==> src/rtl/mux_nx1_stream_pkg.sv <==
// Shared types and helpers for the N-to-1 streaming multiplexer.
package mux_stream_pkg;

  typedef enum logic {
    MODE_FIXED = 1'b0,
    MODE_RR    = 1'b1
  } mux_mode_e;

  // Width of a channel index; never narrower than one bit.
  function automatic int sel_width(input int n);
    return (n > 1) ? $clog2(n) : 1;
  endfunction

endpackage

==> src/rtl/mux_nx1_stream_rr_arbiter.sv <==
// Round-robin arbiter: first requester at or above ptr, wrapping N-1 -> 0.
module rr_arbiter
  import mux_stream_pkg::*;
#(
  parameter int N     = 16,
  parameter int SEL_W = sel_width(N)
) (
  input  logic [N-1:0]     req,
  input  logic [SEL_W-1:0] ptr,
  output logic [N-1:0]     grant_onehot,
  output logic [SEL_W-1:0] grant_idx,
  output logic             any_grant
);

  localparam int DW = 2 * N;

  logic [DW-1:0] req_dbl;
  logic [DW-1:0] req_masked;
  int            hit;

  always_comb begin
    // The upper copy of req supplies the wrapped-around requesters.
    req_dbl    = {req, req};
    req_masked = req_dbl & ~((DW'(1) << ptr) - DW'(1));
    hit        = 0;
    any_grant  = 1'b0;
    for (int i = DW - 1; i >= 0; i--) begin
      if (req_masked[i]) begin
        hit       = i;
        any_grant = 1'b1;
      end
    end
    grant_idx    = SEL_W'((hit >= N) ? hit - N : hit);
    grant_onehot = '0;
    if (any_grant) grant_onehot[grant_idx] = 1'b1;
  end

endmodule

==> src/rtl/mux_nx1_stream.sv <==
// N-to-1 streaming mux with fixed-select or round-robin grant and a registered,
// backpressured output stage.
module mux_nx1_stream
  import mux_stream_pkg::*;
#(
  parameter int N     = 16,
  parameter int W     = 1,
  parameter int SEL_W = sel_width(N)
) (
  input  logic             clk,
  input  logic             rst_n,
  input  logic             mode,
  input  logic [SEL_W-1:0] sel,
  input  logic [N*W-1:0]   in_data,
  input  logic [N-1:0]     in_valid,
  output logic [N-1:0]     in_ready,
  output logic [W-1:0]     out_data,
  output logic [SEL_W-1:0] out_ch,
  output logic             out_valid,
  input  logic             out_ready
);

  localparam int NP = 1 << SEL_W;

  mux_mode_e        mode_e;
  logic             load_en;
  logic             xfer;
  logic             any_grant;
  logic             arb_any;
  logic [N-1:0]     grant_oh;
  logic [N-1:0]     arb_oh;
  logic [N-1:0]     fix_oh;
  logic [NP-1:0]    sel_dec;
  logic [SEL_W-1:0] g_idx;
  logic [SEL_W-1:0] arb_idx;

  logic [W-1:0]     out_data_d,  out_data_q;
  logic [SEL_W-1:0] out_ch_d,    out_ch_q;
  logic             out_valid_d, out_valid_q;
  logic [SEL_W-1:0] rr_ptr_d,    rr_ptr_q;

  rr_arbiter #(.N(N), .SEL_W(SEL_W)) u_arb (
    .req          (in_valid),
    .ptr          (rr_ptr_q),
    .grant_onehot (arb_oh),
    .grant_idx    (arb_idx),
    .any_grant    (arb_any)
  );

  always_comb begin
    mode_e  = mux_mode_e'(mode);
    load_en = !out_valid_q || out_ready;
    // Indices at or above N decode outside fix_oh, leaving no grant.
    sel_dec = NP'(1) << sel;
    fix_oh  = sel_dec[N-1:0];
    if (mode_e == MODE_RR) begin
      grant_oh  = arb_oh;
      g_idx     = arb_idx;
      any_grant = arb_any;
    end else begin
      grant_oh  = fix_oh;
      g_idx     = sel;
      any_grant = |fix_oh;
    end
    in_ready = (load_en && any_grant) ? grant_oh : '0;
    xfer     = |(in_valid & in_ready);

    out_data_d  = out_data_q;
    out_ch_d    = out_ch_q;
    out_valid_d = out_valid_q;
    rr_ptr_d    = rr_ptr_q;
    if (load_en) begin
      out_valid_d = xfer;
      if (xfer) begin
        out_data_d = in_data[g_idx*W +: W];
        out_ch_d   = g_idx;
      end
    end
    if (xfer && mode_e == MODE_RR) begin
      rr_ptr_d = (g_idx == SEL_W'(N - 1)) ? '0 : g_idx + 1'b1;
    end
  end

  always_ff @(posedge clk or negedge rst_n) begin
    if (!rst_n) begin
      out_data_q  <= '0;
      out_ch_q    <= '0;
      out_valid_q <= 1'b0;
      rr_ptr_q    <= '0;
    end else begin
      out_data_q  <= out_data_d;
      out_ch_q    <= out_ch_d;
      out_valid_q <= out_valid_d;
      rr_ptr_q    <= rr_ptr_d;
    end
  end

  assign out_data  = out_data_q;
  assign out_ch    = out_ch_q;
  assign out_valid = out_valid_q;

endmodule

==> config.mk <==
export PLATFORM = sky130hd
export DESIGN_NAME = mux_nx1_stream
export DESIGN_NICKNAME = d
export VERILOG_FILES = /design/src/rtl/mux_nx1_stream_pkg.sv /design/src/rtl/mux_nx1_stream_rr_arbiter.sv /design/src/rtl/mux_nx1_stream.sv
export SDC_FILE = /design/constraint.sdc
export NUM_CORES = 1
export LEC_CHECK = 0
export ABC_AREA = 1
export ABC_CLOCK_PERIOD_IN_PS = 8800
export CAP_MARGIN = 20
export CELL_PAD_IN_SITES_DETAIL_PLACEMENT = 1
export CELL_PAD_IN_SITES_GLOBAL_PLACEMENT = 1
export CORE_UTILIZATION = 34
export CTS_CLUSTER_DIAMETER = 40
export CTS_CLUSTER_SIZE = 30
export DETAILED_ROUTE_END_ITERATION = 8
export PLACE_DENSITY_LB_ADDON = 0.12
export SLEW_MARGIN = 25
export SYNTH_ARGS = -nofsm -noshare
export SYNTH_HDL_FRONTEND = slang
export SYNTH_HIERARCHICAL = 1
export SYNTH_SLANG_ARGS = --single-unit
==> constraint.sdc <==
create_clock -name clk -period 8.8 [get_ports clk]
set_input_delay 0.88 -clock clk [delete_from_list [all_inputs] [get_ports clk]]
set_output_delay 0.88 -clock clk [all_outputs]
set_load 0.005 [all_outputs]
==> results.toml, run 1 <==
[synth]
synth_top_cell_area_share_pct = 23.1
synth-edff-count = 0
async_flop_share_pct = 100
syn_area_sq_um = 2250
yosysTopAreaCell = "nand2_1"
synthesis.nets = 487
postSynthAreaPerCell_sq_um = 5.06
synth-seq-area-share_pct = 11.1
ys_ff_latch = 10
ys.flop_type = "dfrtp_1"
synth_area_leaders = "nand2_1, nor2_1, inv_1, dfrtp_1, nand3_1"
netlist_instances = 444
synth_warnings = 6
synthDistinctLibCells = 36

[global_route]
track_usage_pct = 24.4
grt-ovfl-total = 0
grt_start_max_net_pins = 27
grt_pass1_vias = 2920
antenna_found_initial = 0
grt_pass1_wl_mm = 13.8

[finish]
final.fill_count = 973
final_area_sq_um = 2950
multiInputGateArea_sq_um = 1650
final_core_util_pct = 46.5
n_antenna_cell = 0
drive_above_1_share_pct = 7.37
syn_to_final_growth_pct = 31.5
final_common_cell = "nand2_1"
register_area_sq_um = 250
final_cell_mix = "nand2_1, nor2_1, inv_1"
fin_nets = 546

[routing]
wl_per_cell_um = 14.4
wirelength_mm = 8.36
firstDrtPassIters = 4
num_vias = 2951
ant_nets = 0
drc = 0
via_per_inst = 5.10
drt_iter0_markers = 60

[sta]
fmax_mhz = 194
rsz0062_at_grt = "no"
worstMarginPinSlew_ps = 578
finalCriticalPeriod_ps = 5160
setup_tns_ps = 0
setup_viol = 0
slew_violations = 0
skew_ps = 1.27
slew_headroom_pct = 61.4
period_share_pct = 58.6
worst_slack_ps = 3640
hold_viol = 0

[power_and_ir_drop]
p_total_uw = 815
p_leak_nw = 1.54
power.density_nw_per_um2 = 276
irDropWorstVdd_v = 0.000109

[setup_path]
cp_data_arrival_time_ps = 4280
critPathMostFrequentCell = "nand2_1"
r2r-start = "rr_ptr_q[3]"
start_kind = "register"
worstSetupEndpointType = "primary output"
slowest_delay_ps = 510
crit_slowest_cell = "clkdlybuf4s50_1"
ff2ff_path_depth = 28
crit_type = "register to primary output"
r2r_setup_slack_ps = 4610
worstReg2RegEnd = "rr_ptr_q[2]"
critPathMaxFanout = 7
required_ps = 7920

[cts]
cts_hold_buf = 0
ctsResizeCount = 0
clockBufferDepth = 2
path_clk_slew_ps = 50
cts_buffers = 3
ctsRootBufferMaster = "clkbuf_8"
cts_tree = "done"
clk_latency_ps = 240
cts.sinks = 10
h-tree-depth = 1
postCtsSetupRepairBufs = 0

[min_path]
holdPathStages = 2
hold_start = "out_ch[0]"
min_to = "out_ch[0]"
hp-class = "register to register"

[die]
start_util_pct = 35.4
ioPinCount = 62
core_area_sq_um = 6350
die_h_um = 83.3
rows = 29
die-area_sq_um = 6930
chipWidth_um = 83.3

[outcome]
status = "completed"

[placement]
portBuffers = 61
dpl.hpwl_mm = 7.12
post-place-ws_ps = 3870
post_dp_cell_area_sq_um = 2900
place.gp.congestion = 0.990

[flow_run]
max-cap-violations = 0
## where the power goes
group	internal [mW]	total [mW]	switching, mW
Clock	0.0394	0.0581	0.0187
Sequential	0.0685	0.0957	0.0273
Combinational	0.232	0.661	0.429
Total	0.340	0.815	0.475
## how the worst max path moves through the flow
stage | startpoint | end | slack (ps) | cells after the start
6_report | rr_ptr_q[1] | in_ready[14] | 3640 | 40
3_5_place_dp | in_valid[15] | in_ready[13] | 3870 | 32
4_1_cts | rr_ptr_q[1] | in_ready[14] | 3630 | 40
3_3_place_gp | in_valid[15] | in_ready[13] | 3950 | 32
2_1_floorplan | rr_ptr_q[3] | in_ready[4] | 5000 | 40
5_1_grt | rr_ptr_q[1] | in_ready[14] | 3120 | 40
## kinds of logic (layout without fill, tap and decap cells)
family | count (synthesis) | in the layout | share of synthesized area [%]
buffers and inverters | 84 | 142 | 15.5
AND/OR/NAND/NOR | 291 | 291 | 57.0
XOR/XNOR | 1 | 1 | 0.390
AO/OA/AOI/OAI | 55 | 55 | 14.3
adder cells (fa/ha/maj) | 3 | 3 | 1.67
flip-flops | 10 | 10 | 11.1
## synth_stat cells, drive strengths merged, types with 2 or more instances
cell    instances
a21oi          18
nand3          47
o22ai           2
nor3            3
inv            76
nand4           2
o21ai          27
ha              3
nand3b          2
buf             8
nor2           77
and2            8
nor4            2
o211ai          3
dfrtp          10
nand2         149
## flip-flops by register name (all words and copies together) (netlist names)
signal	count
out_ch	4
rr_ptr_q	4
out_data	1
out_valid	1
## metrics by stage
step | std cells | hold WS [ps]
detailed placement | 575 | 481
finish | 579 | 489
floorplan | 444 | 437
CTS | 579 | 494
global placement | 575 | 473
global route | 579 | 518
## area by class of cell
cell class / count / share of cell area [%]
Timing Repair Buffer: 62 / 20.9
Tap cell: 77 / 3.26
Sequential cell: 10 / 8.47
Clock buffer: 4 / 1.86
Inverter: 76 / 9.74
Multi-Input combinational cell: 350 / 55.7
## critical path: cells and delay by family (launching register included)
kind | cells | cell delay (ps)
simple gates | 32 | 2280
flops | 1 | 460
fa+ha+maj | 1 | 220
buf+inv | 6 | 920
compound gates | 1 | 150
## per-layer routing
metal	routed length [um]	up-vias	GRT usage [%]
met1	3730	1348	29.2
met5	0	-	0
met2	4030	70	43.4
met3	258	25	3.18
li1	-	1508	-
met4	347	0	10.2
(Power assumes the default switching activity.)
==> run 2, diff against run 1 <==
--- a/config.mk
+++ b/config.mk
@@ -6,11 +6,11 @@
 export NUM_CORES = 1
 export LEC_CHECK = 0
 export ABC_AREA = 1
-export ABC_CLOCK_PERIOD_IN_PS = 8800
+export ABC_CLOCK_PERIOD_IN_PS = 4900
 export CAP_MARGIN = 20
 export CELL_PAD_IN_SITES_DETAIL_PLACEMENT = 1
 export CELL_PAD_IN_SITES_GLOBAL_PLACEMENT = 1
-export CORE_UTILIZATION = 34
+export CORE_UTILIZATION = 32
 export CTS_CLUSTER_DIAMETER = 40
 export CTS_CLUSTER_SIZE = 30
 export DETAILED_ROUTE_END_ITERATION = 8
==> constraint.sdc (replaced) <==
create_clock -name clk -period 4.9 [get_ports clk]
set_input_delay 0.49 -clock clk [delete_from_list [all_inputs] [get_ports clk]]
set_output_delay 0.49 -clock clk [all_outputs]
set_load 0.005 [all_outputs]
==> results.toml, run 2 (synthesis results as in run 1) <==
[outcome]
status = "completed"

[sta]
slew_headroom_pct = 62.2
fmax_mhz = 224
hold_viol = 0
rsz0062_at_grt = "no"
finalCriticalPeriod_ps = 4460
period_share_pct = 90.9
worstMarginPinSlew_ps = 566
worst_slack_ps = 444
skew_ps = 2.81
setup_tns_ps = 0
setup_viol = 0
slew_violations = 0

[die]
ioPinCount = 62
start_util_pct = 33.1
rows = 30
die-area_sq_um = 7360
die_h_um = 85.8
chipWidth_um = 85.8
core_area_sq_um = 6790

[routing]
via_per_inst = 4.89
drc = 0
num_vias = 2943
firstDrtPassIters = 4
ant_nets = 0
drt_iter0_markers = 101
wirelength_mm = 8.35
wl_per_cell_um = 13.9

[power_and_ir_drop]
p_switching_uw = 860
intPower_uw = 637
clkPwrFrac_pct = 7.1
switching_share_pct = 57.4
irDropWorstVdd_v = 0.000164
combPwrFrac_pct = 82.1
pwr-share-seq_pct = 10.7
power.density_nw_per_um2 = 494
p_leak_nw = 1.59

[flow_run]
max-cap-violations = 0

[setup_path]
r2r-start = "rr_ptr_q[1]"
required_ps = 4410
cp_data_arrival_time_ps = 3970
startpoint = "rr_ptr_q[1]"
crit_slowest_cell = "clkdlybuf4s50_1"
crit_type = "register to primary output"
ff2ff_path_depth = 46
worstSetupEndpointType = "primary output"
critPathMaxFanout = 7
start_kind = "register"
r2r_setup_slack_ps = 980
worstReg2RegEnd = "rr_ptr_q[2]"
slowest_delay_ps = 500
critPathMostFrequentCell = "nand2_1"

[min_path]
min_to = "out_data"
hp-class = "register to register"
hold_start = "out_data"
holdPathStages = 2

[cts]
clk_latency_ps = 240
cts_tree = "done"
cts.sinks = 10
ctsRootBufferMaster = "clkbuf_8"
clockBufferDepth = 2
h-tree-depth = 1
cts_buffers = 3
path_clk_slew_ps = 50

[placement]
post-place-cells = 596
dpl.hpwl_mm = 7.13
post_dp_cell_area_sq_um = 2940
place.gp.congestion = 0.909
portBuffers = 61
post-place-ws_ps = 368

[finish]
n_antenna_cell = 0
final_cell_mix = "nand2_1, nor2_1, inv_1"
finalNonFillerCells = 602
syn_to_final_growth_pct = 35.0
drive_above_1_share_pct = 9.09
final_area_sq_um = 3030
final_core_util_pct = 44.6
fin_nets = 550
final_common_cell = "nand2_1"

[global_route]
track_usage_pct = 23.6
grt_pass1_wl_mm = 13.7
busiest_layer = "met2"
grt_start_max_net_pins = 27
antenna_found_initial = 0
grt_pass1_vias = 2811
grt_use_met1_pct = 29.5
grt-ovfl-total = 0
use_met3_pct = 2.79
grt_util_met2_pct = 43.7
-- run 2: changes by cell type in the layout (fill, tap and decap cells not counted) --
cell | before | now
clkdlybuf4s50_1 | 61 | 59
dfrtp_1 | 10 | 8
dlymetal6s2s_1 | 0 | 2
nor2_2 | 3 | 4
nor2_1 | 72 | 69
buf_4 | 1 | 5
nor2_4 | 1 | 3
dfrtp_2 | 0 | 2
-- run 2: per-stage QoR --
stage | total power [mW] | hold WS (ps)
floorplan | 1.01 | 194
global placement | 1.34 | 471
detailed placement | 1.36 | 472
CTS | 1.48 | 489
global route | 1.68 | 527
finish | 1.50 | 486
-- run 2: layer usage --
metal | up-vias | share of wire [%]
li1 | 1508 | -
met1 | 1369 | 44
met2 | 58 | 51
met3 | 8 | 3.6
met4 | 0 | 1.4
met5 | - | 0
-- run 2: worst max-delay path, delay by kind of cell (launching register included) --
kind / cells / cell delay [ps]
flops: 1 / 450
fa+ha+maj: 1 / 220
buf+inv: 5 / 760
simple gates: 34 / 2270
-- run 2: worst max-delay path by stage --
stage / endpoint / slack, ps / cells past startpoint
final: in_ready[4] / 440 / 40
after global routing: in_ready[6] / 3 / 38
after CTS: in_ready[14] / 90 / 40
after detailed placement: in_ready[14] / 370 / 40
after global placement: in_ready[14] / 480 / 40
after floorplan: rr_ptr_q[3] / 1370 / 45
-- run 2: cell type report --
cell class	instances	area, sq um
Fill cell	1004	3760
Multi-Input combinational cell	350	1660
Timing Repair Buffer	66	653
Inverter	76	288
Sequential cell	10	253
Tap cell	96	120
Clock buffer	4	55.1
-- run 2: power by group through the flow --
stage               clock network (mW)  logic (mW)  registers [mW]
finish                           0.107        1.23           0.161
detailed placement                   0        1.21           0.160
global route                     0.114        1.40           0.166
global placement                     0        1.18           0.157
CTS                              0.110        1.21           0.159
floorplan                            0       0.851           0.157
-- run 2: what timing repair did --
item | in CTS | in global routing
gates resized for setup | 0 | 9
setup buffers | 0 | 2
endpoints found under the setup margin | 0 | 16
hold buffers | 0 | 0
==> run 3, diff against run 2 <==
--- a/config.mk
+++ b/config.mk
@@ -6,7 +6,6 @@
 export NUM_CORES = 1
 export LEC_CHECK = 0
 export ABC_AREA = 1
-export ABC_CLOCK_PERIOD_IN_PS = 4900
 export CAP_MARGIN = 20
 export CELL_PAD_IN_SITES_DETAIL_PLACEMENT = 1
 export CELL_PAD_IN_SITES_GLOBAL_PLACEMENT = 1
==> results of run 3 <==
Final layout, timing and power as in run 2 (identical DEF).
